## src/rtl/pc_unit.sv

```systemverilog
// pc_unit: 16-bit program counter (PCL/PCH) with incrementer and bus drivers.
// Each rising phi1 edge performs three steps:
//   - select the current PC half or the ADL/ADH bus value for each half;
//   - optionally add one across the full 16 bits;
//   - store the result.
// The stored PC is presented to the ADL/ADH/DB buses under the drive enables.
module pc_unit #(
    parameter logic [7:0] RESET_PCL = 8'hFC,
    parameter logic [7:0] RESET_PCH = 8'hFF
) (
    input  logic        phi1,
    input  logic        reset,
    input  logic        pcl_load_EN,
    input  logic        pch_load_EN,
    input  logic        increment_EN,
    input  logic        pcl_drive_adl_EN,
    input  logic        pch_drive_adh_EN,
    input  logic        pcl_drive_db_EN,
    input  logic        pch_drive_db_EN,
    input  logic [7:0]  addressLowBus_IN,
    input  logic [7:0]  addressHighBus_IN,
    output logic [7:0]  addressLowBus_OUT,
    output logic [7:0]  addressHighBus_OUT,
    output logic        adl_drive_OUT,
    output logic        adh_drive_OUT,
    output logic [7:0]  dataBus_OUT,
    output logic        db_drive_OUT,
    output logic [15:0] pc_OUT,
    output logic        page_cross_OUT
);

    logic [7:0]  pcl_q;
    logic [7:0]  pch_q;
    logic        page_cross_q;
    logic [7:0]  src_l;
    logic [7:0]  src_h;
    logic [15:0] pc_d;
    logic        page_cross_d;

    // Source selection and optional increment of the selected {PCH,PCL}
    always_comb begin
        src_l        = pcl_load_EN ? addressLowBus_IN  : pcl_q;
        src_h        = pch_load_EN ? addressHighBus_IN : pch_q;
        pc_d         = {src_h, src_l};
        page_cross_d = 1'b0;
        if (increment_EN) begin
            pc_d         = {src_h, src_l} + 16'd1;
            page_cross_d = (src_l == 8'hFF);
        end
    end

    // PC and page-cross state; reset overrides every enable
    always_ff @(posedge phi1) begin
        if (reset) begin
            pcl_q        <= RESET_PCL;
            pch_q        <= RESET_PCH;
            page_cross_q <= 1'b0;
        end else begin
            pcl_q        <= pc_d[7:0];
            pch_q        <= pc_d[15:8];
            page_cross_q <= page_cross_d;
        end
    end

    // Bus presentation: combinational from the registered PC and drive enables.
    // PCL has priority on the data bus if both halves are requested.
    always_comb begin
        addressLowBus_OUT  = pcl_drive_adl_EN ? pcl_q : '0;
        addressHighBus_OUT = pch_drive_adh_EN ? pch_q : '0;
        if (pcl_drive_db_EN) begin
            dataBus_OUT = pcl_q;
        end else if (pch_drive_db_EN) begin
            dataBus_OUT = pch_q;
        end else begin
            dataBus_OUT = '0;
        end
    end

    assign adl_drive_OUT  = pcl_drive_adl_EN;
    assign adh_drive_OUT  = pch_drive_adh_EN;
    assign db_drive_OUT   = pcl_drive_db_EN | pch_drive_db_EN;
    assign pc_OUT         = {pch_q, pcl_q};
    assign page_cross_OUT = page_cross_q;

endmodule

```

## config.mk

```make
export PLATFORM = sky130hd
export DESIGN_NAME = pc_unit
export DESIGN_NICKNAME = d
export VERILOG_FILES = /design/src/rtl/pc_unit.sv
export SDC_FILE = /design/constraint.sdc
export NUM_CORES = 1
export LEC_CHECK = 0
export ABC_AREA = 1
export CORE_ASPECT_RATIO = 0.6
export CORE_MARGIN = 3
export CORE_UTILIZATION = 41
export DETAILED_ROUTE_END_ITERATION = 7
export GPL_TIMING_DRIVEN = 1
export PLACE_DENSITY = 0.8
export SLEW_MARGIN = 20
export SYNTH_ARGS = -nofsm -noshare
export SYNTH_HDL_FRONTEND = slang
export SYNTH_SLANG_ARGS = --single-unit
```

## constraint.sdc

```tcl
create_clock -name phi1 -period 2.6 [get_ports phi1]
set_clock_uncertainty 0.1 [all_clocks]
set_input_delay 0.65 -clock phi1 [delete_from_list [all_inputs] [get_ports phi1]]
set_output_delay 0.65 -clock phi1 [all_outputs]
set_load 0.1 [all_outputs]
```

==> results of run 1 <==
## cell families after synthesis
kind of cell / Yosys count
DFF: 17
and+or+nand+nor: 158
adders and majority gates: 1
AOI/OAI and AO/OA: 25
buffers and inverters: 57
xor gates and xnor gates: 2
## cell type report
class | count | share of cell area
repair buffers | 81 | 0.3945
well taps | 45 | 0.02197
flip-flops and latches | 17 | 0.1333
inverters | 46 | 0.06934
multi-input cells | 186 | 0.3633
clock buffers | 4 | 0.01758
## registers in the layout, summed over array words and instances, names as in the netlist
signal	cells
pch_q	8
pcl_q	8
page_cross_OUT	1
## timing repair
item                       CTS  global route
hold buffers                 0             0
gates resized for setup      1             5
setup endpoints to repair    7             7
## through the flow
step	util	power, mW	setup TNS, ns
final	0.7711	1.334	0
after global routing	0.7711	1.385	0
after CTS	0.7643	1.329	0
after detailed placement	0.7508	1.125	-0.1666
after global placement	0.7508	1.115	-0.02021
after floorplan	-	0.8519	-1.045
## critical path, cell delays in order
cell,delay (ns)
clkdlybuf4s50_1,0.70
nand2_1,0.11
inv_1,0.11
buf_12,0.18
## final timing paths
kind	from	to	depth (start not counted)
setup / recovery	pch_drive_adh_EN	addressHighBus_OUT[6]	4
hold / removal	pch_q[0]$_SDFF_PP1_	pch_q[0]$_SDFF_PP1_	3
setup reg to reg	pcl_q[0]$_SDFF_PP0_	pch_q[0]$_SDFF_PP1_	12
hold reg to reg	pch_q[0]$_SDFF_PP1_	pch_q[0]$_SDFF_PP1_	3
## routing by layer
| metal | part of all wire | global-route usage |
|---|---|---|
| met1 | 0.49 | 0.3214 |
| met2 | 0.41 | 0.3630 |
| met3 | 0.098 | 0.06750 |
| met4 | 0.0077 | 0.04076 |
| met5 | 0 | 0 |
## report_power, final
part           internal [mW]  total, mW  switching (mW)  leakage, nW
Combinational          0.255      0.826           0.571         1.20
Sequential             0.280      0.300          0.0207        0.141
Clock                  0.109      0.208          0.0984       0.0228
## placed cells by master (no fill, tap or decap), types with 2 or more instances in the layout
cell             count
nand2_2              6
nor2_1              13
clkdlybuf4s50_1     22
o21ai_0              7
clkbuf_8             3
or2_2                2
buf_4               30
nor2_2               5
o21ai_4              6
inv_4                2
buf_12              27
nand3_1             21
o21ai_1              4
inv_1               43
dfxtp_1             16
dlymetal6s2s_1       2
nand2_1            101
nor2_4               2
o21ai_2              2
a21oi_1              4
nand4_1              7
==> run_results.csv, run 1 <==
group,metric,value,unit
route,drcViolationCount,0,
finish,final_nets,361,
logic_synthesis,synth_area_leaders,"nand2_1, dfxtp_1, inv_1",
floorplanning,core,0.003323,mm²
finish,area_growth,75.79,%
route,routedWlPerCell,13.07,µm
timing,tightest_slew,0.4363,ns
min_path,hp-class,"flip-flop to flip-flop",
logic_synthesis,synth_most_common_cell,"nand2_1",
route,drt-vias-per-instance,4.852,
logic_synthesis,synth_mux_area_frac,0,
grt,grt_max_degree,16,
finish,seqCellArea,341.6,µm²
logic_synthesis,synth_xor_area_frac,0.01202,
placement,portBuffers,68,
timing,hold_slack,0.5653,ns
placement,routabilityCongestion,0.9213,
finish,postLayoutCellArea,0.002562,mm²
timing,slew_headroom,0.7086,
logic_synthesis,async_flop_share,0,
logic_synthesis,synth_edf_count,0,
logic_synthesis,yosys_register_bits,17,
logic_synthesis,synth_seq_area_share,0.2335,
floorplanning,initial_core_util,0.4386,
logic_synthesis,synth_top_area_frac,0.2601,
floorplanning,dieHeight,52.19,µm
route,finalWirelength,4952,µm
floorplanning,io_pins,69,
logic_synthesis,synth_compound_area_frac,0.1039,
timing,rsz0062_at_grt,"false",
floorplanning,std_cell_rows,16,
setup_path,worst-setup-path-type,"input port to output port",
setup_path,cp_max_fo,9,
route,drt_pass1_iterations,4,
finish,stdcell_count,379,
finish,multiInputGateArea,930.9,µm²
setup_path,crit_path_start_kind,"input port",
clocking,cts_sinks,17,
grt,grt_pass1_wl,8017,µm
finish,fillCellCount,251,
logic_synthesis,synthFlopType,"dfxtp_1",
timing,hold_viol,0,
grt,grt_pass1_vias,1714,
logic_synthesis,yosysTopAreaCell,"nand2_1",
clocking,clk_pin_slew,0.07,ns
timing,final.setup.worst_slack,0.09905,ns
grt,gr-usage-all-layers,0.2321,
route,vias,1839,
logic_synthesis,synth_cell_type_count,27,
clocking,clk-insertion-delay-late,0.26,ns
placement,placedCellCount,375,
clocking,cts_root_buf,"clkbuf_8",
route,first_iter_violations,85,
timing,setup_violations,0,
grt,grt_overflow_total,0,
setup_path,arrival,1.75,ns
logic_synthesis,synthAdderAreaFrac,0.008584,
timing,period_share,0.9619,
power,p_leak,1.361,nW
clocking,cts_tree,"done",
grt,antenna_found_initial,0,
setup_path,r2r_setup_slack,0.84,ns
clocking,cts_htree_levels,1,
placement,place_ws,-0.04824,ns
route,antenna_left,0,
logic_synthesis,synth_nets,286,
finish,antenna-diode-count,0,
timing,min_period,2.501,ns
logic_synthesis,avgSynthCellArea,5.606,µm²
setup_path,worstPathRequired,1.85,ns
logic_synthesis,yosysWarnings,0,
logic_synthesis,synthTopCellsByCount,"nand2_1, inv_1, nand3_1",
logic_synthesis,yosys.area_share.simple,0.4738,
power,ir_drop,321.5,µV
logic_synthesis,synth_area,0.001458,mm²
logic_synthesis,synthCells,260,
timing,slew_violations,0,
clocking,clock_path_buffers,2,
placement,hpwl,4036,µm
setup_path,crit_path_end_kind,"output port",
finish,final_layout_size_suffix_gt1_frac,0.2665,
clocking,cts_buffers,3,
status,status,"completed",
floorplanning,die_x,82.98,µm
power,power_density,520.8,mW/mm²
logic_synthesis,synth_top_family_by_area,"simple AND/OR/NAND/NOR gates",
placement,placed_area,0.002495,mm²
timing,fmax,399.8,MHz
clocking,cts_setup_buffers,0,
job,maxCapViolations,0,
floorplanning,dieArea,0.004330,mm²
No activity file was read; power rests on OpenSTA's default activity.
==> inputs of run 2 (changes only) <==
--- a/config.mk
+++ b/config.mk
@@ -12,6 +12,7 @@
 export DETAILED_ROUTE_END_ITERATION = 7
 export GPL_TIMING_DRIVEN = 1
 export PLACE_DENSITY = 0.8
+export REMOVE_ABC_BUFFERS = 1
 export SLEW_MARGIN = 20
 export SYNTH_ARGS = -nofsm -noshare
 export SYNTH_HDL_FRONTEND = slang
==> constraint.sdc (replaced) <==
create_clock -name phi1 -period 2.4 [get_ports phi1]
set_clock_uncertainty 0.1 [all_clocks]
set_input_delay 0.6 -clock phi1 [delete_from_list [all_inputs] [get_ports phi1]]
set_output_delay 0.6 -clock phi1 [all_outputs]
set_load 0.1 [all_outputs]
==> run 2 against run 1 <==
  * Clock power up 7%
  * Sequential power up 8.0%
  * Sequential share of layout area down 0.43 points
  * Count of clock-buffer cells in the layout unchanged
  * Critical endpoint is now dataBus_OUT[4]
  * Highest routed layer unchanged
==> run_results.csv, run 2 (synthesized netlist as in run 1, its figures left out) <==
group,metric,value,unit
status,status,"completed",
clocking,cts_tree,"done",
grt,antenna_found_initial,0,
route,drcViolationCount,0,
floorplanning,io_pins,69,
timing,hold_slack,0.5864,ns
clocking,cts_sinks,17,
timing,tns,0,ns
setup_path,crit_path_end_kind,"output port",
route,finalWirelength,5260,µm
power,ir_drop,338.1,µV
timing,min_period,2.335,ns
floorplanning,core,0.003323,mm²
clocking,cts_setup_buffers,0,
floorplanning,die_x,82.98,µm
placement,placed_area,0.002567,mm²
finish,final_nets,377,
timing,fmax,428.3,MHz
route,first_iter_violations,200,
floorplanning,dieHeight,52.19,µm
timing,slew_violations,0,
route,vias,1975,
floorplanning,std_cell_rows,16,
finish,postLayoutCellArea,0.002638,mm²
power,power_density,555.6,mW/mm²
route,drt_pass1_iterations,5,
finish,mostFrequentLayoutCell,"nand2_1",
clocking,cts_htree_levels,1,
timing,setup_violations,0,
timing,tightest_slew,0.4703,ns
placement,placedCellCount,389,
placement,routabilityCongestion,0.8843,
timing,slew_headroom,0.6861,
clocking,cts_root_buf,"clkbuf_8",
finish,final_layout_size_suffix_gt1_frac,0.2800,
grt,grt_pass1_wl,8901,µm
grt,grt_max_degree,17,
placement,place_ws,-0.2228,ns
power,p_leak,1.412,nW
route,antenna_left,0,
clocking,clk-insertion-delay-late,0.25,ns
route,drt-vias-per-instance,5.000,
finish,fillCellCount,241,
setup_path,cp_max_fo,8,
setup_path,worst-setup-path-type,"input port to output port",
grt,grt_pass1_vias,1885,
clocking,cts_buffers,3,
setup_path,crit_path_start_kind,"input port",
floorplanning,initial_core_util,0.4386,
finish,area_growth,80.94,%
finish,utilization,0.7937,
placement,hpwl,4147,µm
timing,period_share,0.9729,
setup_path,arrival,1.63,ns
timing,rsz0062_at_grt,"false",
floorplanning,dieArea,0.004330,mm²
route,routedWlPerCell,13.32,µm
finish,final_cell_mix,"nand2_1, inv_1, buf_4",
clocking,clk_pin_slew,0.07,ns
timing,hold_viol,0,
clocking,clock_path_buffers,2,
finish,antenna-diode-count,0,
grt,grt_overflow_total,0,
clocking,holdBufCountCts,0,
power,total_power,1.465,mW
placement,portBuffers,68,
min_path,hp-class,"flip-flop to flip-flop",
finish,stdcell_count,395,
timing,final.setup.worst_slack,0.06506,ns
setup_path,worstPathRequired,1.70,ns
grt,gr-usage-all-layers,0.2525,
job,maxCapViolations,0,
run 2: final cells by class:
class | count | area (µm²) | area share
timing repair buffer | 96 | 1137 | 0.4312
multi-input combinational | 186 | 872.1 | 0.3306
timing repair inverter | 1 | 7.507 | 0.002846
clock buffer | 4 | 45.04 | 0.01708
inverter | 46 | 178.9 | 0.06784
sequential | 17 | 340.3 | 0.1290
tap | 45 | 56.30 | 0.02135
run 2: critical path, cell delays in order:
cell and delay (ns):
clkdlybuf4s15_2 0.26, clkinvlp_4 0.21, o21ai_0 0.24, buf_4 0.16, buf_12 0.16
run 2: routing by layer:
layer  global-route usage  wire [µm]  vias to the layer above
met4              0.02717         57                        0
met3              0.05338        629                        9
met5                    0          0                        -
met1               0.3642       2441                      876
met2               0.4003       2131                      115
li1                     -          -                      975
run 2: report_power, final:
part	total [mW]	internal [mW]	switching [mW]
clock	0.223	0.118	0.105
sequential	0.324	0.303	0.0217
combinational	0.918	0.298	0.620
run 2: timing repair:
item / 4_1_cts / 5_1_grt
pin swaps: 0 / 0
gates cloned: 2 / 0
setup endpoints to repair: 8 / 1
gates resized for setup: 9 / 1
run 2: worst paths after layout:
check	start	to	slack, ns	cells after the start
worst max-delay path	pcl_drive_db_EN	dataBus_OUT[4]	0.07	5
worst min-delay path	pch_q[0]$_SDFF_PP1_	pch_q[0]$_SDFF_PP1_	0.59	3
worst max register to register	pcl_q[0]$_SDFF_PP0_	pch_q[0]$_SDFF_PP1_	0.65	12
worst min register to register	pch_q[0]$_SDFF_PP1_	pch_q[0]$_SDFF_PP1_	0.59	3
